File: src/rtl/snac_pkg.sv
// Shared types and sizing helpers for the serial nibble adder controller.
package snac_pkg;
  localparam int NIBBLE_W = 4;

  typedef enum logic [1:0] {
    IDLE = 2'd0,
    RUN  = 2'd1,
    DONE = 2'd2
  } state_e;

  // Nibble counter width; never below one bit so NIBBLES=1 still has a counter.
  function automatic int cnt_w(input int n);
    return (n <= 1) ? 1 : $clog2(n);
  endfunction
endpackage

File: src/rtl/serial_nibble_adder_ctrl_nibble_add.sv
// Shared 4-bit add-with-carry slice, driven once per clock by the sequencer.
module nibble_add
  import snac_pkg::*;
(
  input  logic [NIBBLE_W-1:0] a,
  input  logic [NIBBLE_W-1:0] b,
  input  logic                ci,
  output logic [NIBBLE_W-1:0] s,
  output logic                co
);
  logic [NIBBLE_W:0] sum;

  assign sum     = {1'b0, a} + {1'b0, b} + {{NIBBLE_W{1'b0}}, ci};
  assign {co, s} = sum;
endmodule

File: src/rtl/serial_nibble_adder_ctrl.sv
// Wide add/subtract sequenced through one nibble adder, LSB nibble first,
// with valid/ready handshakes on operands and result.
module serial_nibble_adder_ctrl
  import snac_pkg::*;
#(
  parameter  int NIBBLES = 4,
  localparam int W       = NIBBLE_W * NIBBLES
) (
  input  logic         clk,
  input  logic         rst_n,
  input  logic         start_valid,
  output logic         start_ready,
  input  logic [W-1:0] op_a,
  input  logic [W-1:0] op_b,
  input  logic         op_cin,
  input  logic         op_sub,
  output logic         res_valid,
  input  logic         res_ready,
  output logic [W-1:0] res_sum,
  output logic         res_carry,
  output logic         res_ovf,
  output logic         busy
);
  localparam int CW = cnt_w(NIBBLES);

  state_e                             state_q, state_d;
  logic [CW-1:0]                      cnt_q, cnt_d;
  logic                               carry_q, carry_d;
  logic                               mode_q;
  logic [NIBBLES-1:0][NIBBLE_W-1:0]   a_q, b_q, sum_q;
  logic                               rcarry_q, ovf_q;
  logic                               accept, last;
  logic [NIBBLE_W-1:0]                nb_s;
  logic                               nb_co;

  assign last = (cnt_q == CW'(NIBBLES - 1));

  nibble_add u_add (
    .a  (a_q[cnt_q]),
    .b  (b_q[cnt_q]),
    .ci (carry_q),
    .s  (nb_s),
    .co (nb_co)
  );

  always_comb begin
    state_d     = state_q;
    cnt_d       = cnt_q;
    carry_d     = carry_q;
    start_ready = 1'b0;
    res_valid   = 1'b0;
    busy        = 1'b0;
    accept      = 1'b0;
    case (state_q)
      IDLE: begin
        start_ready = 1'b1;
        if (start_valid) begin
          accept  = 1'b1;
          state_d = RUN;
          cnt_d   = '0;
          // Subtract runs as A + ~B + !bin, so the seed carry flips in sub mode.
          carry_d = op_cin ^ op_sub;
        end
      end
      RUN: begin
        busy    = 1'b1;
        carry_d = nb_co;
        cnt_d   = cnt_q + 1'b1;
        if (last) begin
          state_d = DONE;
          cnt_d   = '0;
        end
      end
      DONE: begin
        busy      = 1'b1;
        res_valid = 1'b1;
        if (res_ready) state_d = IDLE;
      end
      default: state_d = IDLE;
    endcase
  end

  always_ff @(posedge clk or negedge rst_n) begin
    if (!rst_n) begin
      state_q <= IDLE;
      cnt_q   <= '0;
      carry_q <= 1'b0;
    end else begin
      state_q <= state_d;
      cnt_q   <= cnt_d;
      carry_q <= carry_d;
    end
  end

  always_ff @(posedge clk or negedge rst_n) begin
    if (!rst_n) begin
      a_q      <= '0;
      b_q      <= '0;
      mode_q   <= 1'b0;
      sum_q    <= '0;
      rcarry_q <= 1'b0;
      ovf_q    <= 1'b0;
    end else begin
      if (accept) begin
        a_q    <= op_a;
        b_q    <= op_sub ? ~op_b : op_b;
        mode_q <= op_sub;
      end
      if (state_q == RUN) begin
        sum_q[cnt_q] <= nb_s;
        if (last) begin
          rcarry_q <= nb_co ^ mode_q;
          ovf_q    <= (a_q[NIBBLES-1][NIBBLE_W-1] == b_q[NIBBLES-1][NIBBLE_W-1]) &&
                      (nb_s[NIBBLE_W-1] != a_q[NIBBLES-1][NIBBLE_W-1]);
        end
      end
    end
  end

  assign res_sum   = sum_q;
  assign res_carry = rcarry_q;
  assign res_ovf   = ovf_q;
endmodule

File: config.mk
export PLATFORM = sky130hd
export DESIGN_NAME = serial_nibble_adder_ctrl
export DESIGN_NICKNAME = d
export VERILOG_FILES = /design/src/rtl/snac_pkg.sv /design/src/rtl/serial_nibble_adder_ctrl_nibble_add.sv /design/src/rtl/serial_nibble_adder_ctrl.sv
export SDC_FILE = /design/constraint.sdc
export NUM_CORES = 1
export LEC_CHECK = 0
export ABC_AREA = 0
export CORE_MARGIN = 4
export CORE_UTILIZATION = 54
export CTS_CLUSTER_DIAMETER = 50
export DETAILED_ROUTE_END_ITERATION = 16
export PLACE_DENSITY = 0.95
export SETUP_SLACK_MARGIN = 0.2
export SYNTH_ARGS = -nofsm -noshare
export SYNTH_HDL_FRONTEND = slang
export SYNTH_SLANG_ARGS = --single-unit
File: constraint.sdc
create_clock -name clk -period 6.1 [get_ports clk]
set_input_delay 0.915 -clock clk [delete_from_list [all_inputs] [get_ports clk]]
set_output_delay 0.915 -clock clk [all_outputs]
set_load 0.02 [all_outputs]
======== Word level (Yosys, flattened, before mapping) ========
Cells that the tools add are included.
word-level totals
  logic and storage cells ................. 64
  output and inout bits ................... 21
  bits of input ports ..................... 38
  register bits after elaboration ......... 56
operators by class
  $add $sub $neg .......................... 3
  eq/ne operators ......................... 8
  bitwise gates (word level) .............. 3
  magnitude comparators ................... 2
  muxes and demuxes ....................... 22
  reductions and logical operators ........ 8
operators by type and width
  cell                                                                           number
  4-bit binary-select mux with 2-bit select                                      2
  16-bit bitwise mux                                                             1
  16-bit two-way mux                                                             1
  16-bit NOT                                                                     1
  4-bit two-way mux                                                              3
  2-bit two-way mux                                                              5
  4-bit demux with 2-bit select                                                  1
  1-bit two-way mux                                                              6
  2-bit inequality test (second input constant)                                  3
  2-bit one-hot mux with 3 select lines                                          1
  4-bit by 4-bit adder with 5-bit output                                         1
  5-bit by 1-bit adder with 5-bit output                                         1
  2-bit equality test (second input constant)                                    2
  2-bit one-hot mux with 2 select lines                                          1
  2-bit AND reduction                                                            2
  2-bit by 3-bit less-than comparator with 1-bit output (second input constant)  1
  3-bit AND reduction                                                            1
  2-bit by 1-bit adder with 2-bit output (second input constant)                 1
  2-bit by 1-bit equality test with 1-bit output (second input constant)         1
  2-bit by 1-bit >= comparator with 1-bit output (second input constant)         1
  1-bit logical AND                                                              2
  2-bit logical NOT                                                              1
  1-bit one-hot mux with 2 select lines                                          1
  2-bit nonzero test                                                             1
  other kinds (4)                                                                5

======== Longest topological paths before layout ========
Gate-level depths: netlist of run 1.
  word-level depth ........................ 6
  depth in mapped cells ................... 9

======== Cells and area by module ========
Synthesis of run 1 repeated with hierarchy kept, for this count alone.
second synthesis, totals
  cell total of the unflattened synthesis .. 213
  area total of the unflattened synthesis .. 2835.2 µm²
by module, submodules not included
  module                    sequential area each (µm²)  instances  area an instance (µm²)  cells an instance
  serial_nibble_adder_ctrl  1401.3                      1          2691.3                  197
  nibble_add                0.0                         1          143.9                   16

======== Worst setup path after synthesis of run 1 ========
OpenSTA, ideal clock, no wires.
  kind .................................... reg-to-reg
  start point ............................. register cnt_q[0]
  end point ............................... register ovf_q, in the netlist res_ovf
  arrival time ............................ 2418 ps
  cell stages (with the launch flop) ...... 8
  path buffers ............................ 1
  period minus slack after synthesis ...... 2506 ps
  path slack .............................. 3594 ps
  setup time .............................. 88 ps
  cell sequence ........................... dfrtp_1 -> buf_2 -> mux4_2 -> ha_1 -> a21oi_1 -> a21boi_1 -> or4_1 -> a41oi_1
between the ends
  longest elaborated chain between the ends .. 6
ends and longest elaborated chain
  item                                                          line                                                            source
  start: declaration                                            serial_nibble_adder_ctrl.sv:27                                  logic [CW-1:0] cnt_q, cnt_d;
  start signal: assignment                                      serial_nibble_adder_ctrl.sv:90                                  cnt_q <= cnt_d;
  4-bit binary-select mux with 2-bit select (on tied branches)  serial_nibble_adder_ctrl.sv:39, serial_nibble_adder_ctrl.sv:40
  4-bit two-way mux (on tied branches)                          serial_nibble_adder_ctrl.sv:39, serial_nibble_adder_ctrl.sv:40
  4-bit by 4-bit adder with 5-bit output                        serial_nibble_adder_ctrl_nibble_add.sv:13                       assign sum = {1'b0, a} + {1'b0, b} + {{NIBBLE_W{1'b0}}, ci};
  5-bit by 1-bit adder with 5-bit output                        serial_nibble_adder_ctrl_nibble_add.sv:13
  1-bit inequality test                                         serial_nibble_adder_ctrl.sv:114                                 (nb_s[NIBBLE_W-1] != a_q[NIBBLES-1][NIBBLE_W-1]);
  1-bit logical AND                                             serial_nibble_adder_ctrl.sv:113                                 ovf_q <= (a_q[NIBBLES-1][NIBBLE_W-1] == b_q[NIBBLES-1][NIBBLE_W-1]) &&
  end signal: assignment                                        serial_nibble_adder_ctrl.sv:113
  end: declaration                                              serial_nibble_adder_ctrl.sv:31                                  logic rcarry_q, ovf_q;
Parallel ways exist; a longest one is shown, timed or not. The select of a mux whose other input is x is not followed.
A chain may end at the register's enable or synchronous reset.

======== Worst setup path after layout of run 1 ========
Same ends and word-level chain as after synthesis.

==> results of run 1 <==
## power by group
part	total, mW	switching (mW)	internal (mW)	leakage (nW)
Combinational	1.00	0.516	0.484	0.717
Sequential	0.680	0.128	0.552	0.690
Clock	0.238	0.116	0.122	0.0552
## worst paths after layout
kind / from / end / depth (start not counted)
worst min-delay path: res_sum[8] / res_sum[8] / 2
worst min register to register: res_sum[8] / res_sum[8] / 2
min in group asynchronous: rst_n / state_q[0] / 2
worst max-delay path: cnt_q[0] / res_ovf / 6
worst max register to register: cnt_q[0] / res_ovf / 6
max in group asynchronous: rst_n / b_q[12] / 2
## cells in the mapped netlist (2+ instances only)
| library cell | n | share of area |
|---|---|---|
| ha_1 | 10 | 0.047 |
| o21ai_1 | 2 | 0.0037 |
| buf_1 | 2 | 0.0028 |
| o21ai_0 | 32 | 0.060 |
| mux2_2 | 18 | 0.076 |
| xnor2_1 | 16 | 0.052 |
| a21oi_1 | 4 | 0.0075 |
| a32o_1 | 2 | 0.0075 |
| inv_1 | 13 | 0.018 |
| clkbuf_1 | 4 | 0.0056 |
| dfrtp_1 | 56 | 0.52 |
| xor2_1 | 2 | 0.0065 |
| buf_2 | 4 | 0.0075 |
| fa_1 | 2 | 0.015 |
| mux4_2 | 8 | 0.067 |
| nand2_1 | 40 | 0.056 |
## cells in the final DEF, fill, tap and decap left out, types with 2 or more instances in the layout
cell type,instances
a21oi_1,4
a32o_1,2
buf_4,2
clkbuf_8,5
clkdlybuf4s50_1,57
dfrtp_1,56
fa_1,2
ha_1,10
inv_1,13
mux2_2,18
mux4_2,8
nand2_1,40
o21ai_0,32
o21ai_1,2
xnor2_1,16
xor2_1,2
## critical path, stage by stage (launching register included)
cell and delay (ps):
dfrtp_1 750, mux4_2 590, ha_1 370, a21oi_1 190, a21boi_1 120, or4_1 470, a41oi_1 210
## per-layer routing
layer	global-route usage	share of wire
met4	0.0787	0.023
met3	0.0539	0.052
met5	0	0
met2	0.329	0.53
met1	0.236	0.40
## area by class of cell
class	count	area, sq um
clock inverter	2	35.0
fill	354	1340
timing repair buffer	60	591
tap	67	83.8
inverter	13	48.8
multi-input combinational	152	1180
sequential	56	1400
clock buffer	6	72.6
## flip-flops by register name, summed over array words and instances (netlist names)
register and count:
a_q 16, b_q 16, carry_q 1, cnt_q 2
mode_q 1, res_carry 1, res_ovf 1, res_sum 16
state_q 2
## cells by family after synthesis
family	after synthesis	synth area share
flip-flops	56	0.524
AND/OR/NAND/NOR	49	0.0786
AO/OA/AOI/OAI	47	0.0996
multiplexers	26	0.143
buffers and inverters	23	0.0341
XOR/XNOR	18	0.0589
adder cells (fa/ha/maj)	12	0.0617
## stage by stage
step                total power, mW  setup slack, ps  hold slack, ps  cells   util
CTS                            1.93             3300             491    356  0.718
global route                   2.08             3080             510    356  0.718
finish                         1.92             3320             484    356  0.718
floorplan                      1.34             3590             445    231      -
detailed placement             1.69             3320             469    348  0.696
global placement               1.61             3410             460    348  0.696
==> results by group, run 1 <==
Setup path
  • Element type at the critical path end: flip-flop
  • Critical path type: flip-flop to flip-flop
  • Startpoint type of the worst setup path: flip-flop
  • CP required: 6330 ps
  • Worst Path Arrival: ~3000 ps
  • Largest fanout on the critical path: 13
  • R2r setup slk: between 3000 and 4000 ps

Clock tree
  • TritonCTS Buffers: 5
  • Post CTS Setup Buffer Count: 0
  • CTS tree: done
  • Worst skew pair latency: between 300 and 400 ps
  • Root Buffer: clkbuf_8
  • Clock tree sinks: 56
  • CTS clk-pin slew, worst paths: 90 ps
  • Maximum clock path buffer count: 2
  • Post-CTS Hold Fix Bufs: 0
  • Htree depth: 2
  • Post-CTS sizing: 0

Flow run
  • Max capacitance violation total: 0

Yosys
  • Main synth FF type: dfrtp_1
  • Synthesized flop and latch total: 56
  • Synth warn: 0
  • Sequential area share after synthesis: 0.524
  • Post-synth ARST share: 1.00
  • Avg Synthesized Cell Area: 11.6 sq um
  • Synth Net Count: between 200 and 300
  • Synthesized area: roughly 2700 sq um
  • Syn Inst Count: 231
  • EDFF count, synth: 0
  • Synth cell types: 32

Drt
  • Avg Vias per Cell: just over 5
  • Total number of vias: 1,849
  • DRC viols: 0
  • DRT iter0 DRCs: 135
  • TritonRoute pass-1 iters: 4
  • Antenna viol nets, final: 0
  • Final wirelength: 5.30 mm
  • Avg WL per Cell: 14.9 um

Global routing
  • Total gr overflow: 0
  • Initial antenna violation count: 0
  • First-pass GRT wire length: 9.14 mm
  • Vias in the first global route: approximately 1.9k
  • Overall global routing resource usage: 0.194
  • Largest net degree at the start of global routing: 57

STA
  • Slew margin rel.: 0.383
  • RSZ-0062 raised after global routing: no
  • Min Tclk post-route: 2780 ps
  • F_max: around 360 MHz
  • Clock Skews: around 5.0 ps
  • Period utilization: 0.456
  • Slew @ Worst Pin: 923 ps
  • Final hold vios: 0
  • Final number of max-transition violations: 0
  • TNS Setup: 0 ps
  • Setup Viol. Count Final: 0

Layout
  • Number of diodes: 0
  • Ratio of cells with drive above 1 in the final layout: 0.125
  • Final nets: ~340
  • Post-route cell area: between 3000 and 4000 sq um
  • Synth-to-Final Area Change: 27.6%

Placement
  • GP Congestion: 0.818
  • DP HPWL: about 4 mm
  • Port bufs: 58
  • DP Area: 3310 sq um

Pwr
  • Pleak: 1.46 nW
  • PD cells: 562 nW/um^2
  • Max VDD drop: 0.221 mV

Floorplanning
  • Core Footprint: 4750 sq um
  • Initial Util: 0.563
  • Chip width: 78.4 um
  • IO Count: a little under 60
  • Die area: between 6000 and 7000 sq um
  • # rows: 25
  • Die Height: 78.4 um

Status
  • Status: completed

Min path
  • Type of the most critical hold path: flip-flop to flip-flop
Note: power is estimated with default switching activity, not from simulation.
==> run 2: changes to the inputs <==
--- a/config.mk
+++ b/config.mk
@@ -7,10 +7,10 @@
 export LEC_CHECK = 0
 export ABC_AREA = 0
 export CORE_MARGIN = 4
-export CORE_UTILIZATION = 54
+export CORE_UTILIZATION = 50
 export CTS_CLUSTER_DIAMETER = 50
 export DETAILED_ROUTE_END_ITERATION = 16
-export PLACE_DENSITY = 0.95
+export PLACE_DENSITY = 0.9
 export SETUP_SLACK_MARGIN = 0.2
 export SYNTH_ARGS = -nofsm -noshare
 export SYNTH_HDL_FRONTEND = slang
==> constraint.sdc (replaced) <==
create_clock -name clk -period 2.8 [get_ports clk]
set_input_delay 0.42 -clock clk [delete_from_list [all_inputs] [get_ports clk]]
set_output_delay 0.42 -clock clk [all_outputs]
set_load 0.02 [all_outputs]
==> run 2 against run 1 <==
  * Power rose by 120%
  * Non-clock buffer count up 4
  * Design area is 1.0% higher
  * Sequential share of layout area is 0.34 points lower
  * Critical path depth grew 1
  * Cell count rose by 1.7%
  * Routed wire length up 1.7%
  * Sequential power increased by 110%
  * Fmax up 13%
  * Critical endpoint unchanged
  * Largest power group unchanged
  * Highest routed layer unchanged
==> results by group, run 2 (synthesis results as in run 1) <==
Layout
  • Final nets: 342 (+1.2%)
  • Final cell utilization of the core: 0.671 (-0.0470)
  • Number of diodes: 0 (unchanged)
  • Register area: 1400 sq um (+0.18%)
  • Fill cells: 430 (+21%)
  • Synth-to-Final Area Change: 29.0%
  • Ratio of cells with drive above 1 in the final layout: 0.154 (+0.0295)
  • Most frequent cells in the layout: clkdlybuf4s50_1 (57), dfrtp_1 (54), nand2_1 (40)
  • Area of the multi-input gates: 1200 sq um (+1.4%)
  • Commonest non-fill, non-tap cell in the layout: clkdlybuf4s50_1

Placement
  • GP Congestion: 0.976 (+19%)
  • Port bufs: 58 (unchanged)
  • DP HPWL: 4.13 mm (+3.1%)

Clock tree
  • Htree depth: 2 (unchanged)
  • Clock tree sinks: 56 (unchanged)
  • Maximum clock path buffer count: 2 (unchanged)
  • Worst skew pair latency: 300 ps (about the same)
  • Post-CTS Hold Fix Bufs: 0 (unchanged)
  • CTS clk-pin slew, worst paths: 90 ps (about the same)
  • Root Buffer: clkbuf_8
  • TritonCTS Buffers: 5 (unchanged)
  • CTS tree: done

Global routing
  • Initial antenna violation count: 0 (unchanged)
  • Overall global routing resource usage: 0.179 (-0.0157)
  • First-pass GRT wire length: 8.80 mm (-3.8%)
  • Vias in the first global route: 1,907 (unchanged)
  • Total gr overflow: 0 (unchanged)
  • Largest net degree at the start of global routing: 57 (unchanged)

Setup path
  • Startpoint type of the worst setup path: flip-flop
  • Worst path max stage delay: 500 ps (-250 ps)
  • Critical path type: flip-flop to flip-flop
  • Worst Path Arrival: 2690 ps (-330 ps)
  • R2r setup slk: 340 ps (-2980 ps)
  • CP required: 3020 ps (-3310 ps)
  • Largest fanout on the critical path: 4 (-9)
  • Critical-path top delay cell: mux4_2
  • Element type at the critical path end: flip-flop
  • Crit-path cells: buf_12 -> mux4_2 -> ha_1 -> nand3b_1 -> and3b_1 -> or4_1 -> a41oi_2
  • FF-to-FF Start: cnt_q[0]
  • Crit. Startpoint: cnt_q[0]

Drt
  • DRT iter0 DRCs: 102 (-24%)
  • Top Layer Used: met4
  • DRC viols: 0 (unchanged)
  • Wire length on met1: 2.23 mm (+6.2%)
  • Antenna viol nets, final: 0 (unchanged)
  • Avg Vias per Cell: 5.12 (-1.5%)
  • Metal2 WL: 2.84 mm (+1.1%)
  • TritonRoute pass-1 iters: 4 (unchanged)
  • Wire length on met3: 269 um (-2.2%)
  • Total number of vias: 1,852 (+0.16%)
  • Final wirelength: 5.39 mm (+1.7%)
  • Avg WL per Cell: 14.9 um (about the same)

STA
  • Clock Skews: 7.98 ps (+2.99 ps)
  • Period utilization: 0.880 (+0.424)
  • Slew @ Worst Pin: 690 ps (-233 ps)
  • RSZ-0062 raised after global routing: no
  • Final hold vios: 0 (unchanged)
  • TNS Setup: 0 ps (unchanged)
  • Final number of max-transition violations: 0 (unchanged)
  • Slew margin rel.: 0.540 (+0.157)
  • F_max: 406 MHz (+13%)
  • Min Tclk post-route: 2460 ps (-319 ps)
  • Setup Viol. Count Final: 0 (unchanged)

Floorplanning
  • Core Footprint: 5140 sq um (+8.1%)
  • Die area: 6580 sq um (+7.2%)
  • Initial Util: 0.520 (-0.0422)
  • Die Height: 81.1 um (+3.5%)
  • Chip width: 81.1 um (+3.5%)
  • IO Count: 59 (unchanged)
  • # rows: 26 (+4.0%)

Min path
  • Type of the most critical hold path: input port to asynchronous set/reset pin

Pwr
  • Max VDD drop: 0.652 mV (+190%)
  • Pleak: 1.47 nW (+0.45%)
  • PD cells: 1220 nW/um^2 (+120%)

Status
  • Status: completed

Flow run
  • Max capacitance violation total: 0 (unchanged)
==> run 2: cell count changes in the layout (fill, tap and decap cells not counted), sizes merged <==
| cell | before | now |
|---|---|---|
| bufinv | 1 | 0 |
| buf | 3 | 7 |
==> run 2: where the power goes <==
| part | leakage, nW | switching [mW] | internal [mW] |
|---|---|---|---|
| logic | 0.740 | 1.21 | 1.14 |
| clock network | 0.0410 | 0.236 | 0.171 |
| registers | 0.687 | 0.253 | 1.21 |
| total | 1.47 | 1.70 | 2.51 |
==> run 2: layer usage <==
metal	vias up	GRT usage
li1	904	-
met1	892	0.216
met2	51	0.319
met3	5	0.0421
met4	0	0.0473
met5	-	0
==> run 2: through the flow <==
stage               hold slack, ps  instances  power [mW]  worst slack [ps]  cell area, sq um
finish                         227        362        4.21               336              3450
global route                   302        362        4.57               210              3450
CTS                            254        360        4.13               238              3400
detailed placement             470        353        3.72               207              3330
global placement               460        353        3.59               292              3330
floorplan                      124        231        2.91               294              2680
==> run 2: worst paths after layout <==
kind	end	depth (start not counted)
worst max-delay path	res_ovf	7
worst min-delay path	res_sum[12]	2
worst max register to register	res_ovf	7
worst min register to register	res_sum[10]	2
max in group asynchronous	cnt_q[0]	2
min in group clk	res_sum[10]	2
==> run 2: critical path, delay by kind of cell (launching register included) <==
| kind | cells | cell delay (ps) |
|---|---|---|
| and+or+nand+nor | 3 | 770 |
| muxes | 1 | 500 |
| AOI/OAI and AO/OA | 1 | 210 |
| DFF | 1 | 400 |
| buffers and inverters | 1 | 120 |
| adders and majority gates | 1 | 390 |
==> run 2: layout make-up <==
cell class / count / share of cell area
clock buffer: 6 / 0.0210
clock inverter: 1 / 0.00145
inverter: 13 / 0.0141
multi-input combinational: 152 / 0.347
sequential: 56 / 0.407
tap: 70 / 0.0254
timing repair buffer: 64 / 0.184
==> run 2: timing repair <==
| item | 4_1_cts | 5_1_grt |
|---|---|---|
| pin swaps | 0 | 0 |
| setup buffers | 0 | 2 |
| gates resized for setup | 1 | 6 |
| setup endpoints to repair | 2 | 5 |
| endpoints found under the hold margin | 0 | 0 |
==> run 3: changes to the inputs <==
--- a/config.mk
+++ b/config.mk
@@ -8,8 +8,9 @@
 export ABC_AREA = 0
 export CORE_MARGIN = 4
 export CORE_UTILIZATION = 50
-export CTS_CLUSTER_DIAMETER = 50
+export CTS_CLUSTER_DIAMETER = 60
 export DETAILED_ROUTE_END_ITERATION = 16
+export GPL_ROUTABILITY_DRIVEN = 0
 export PLACE_DENSITY = 0.9
 export SETUP_SLACK_MARGIN = 0.2
 export SYNTH_ARGS = -nofsm -noshare
==> results of run 3 <==
Final layout, timing and power as in run 2 (identical DEF).
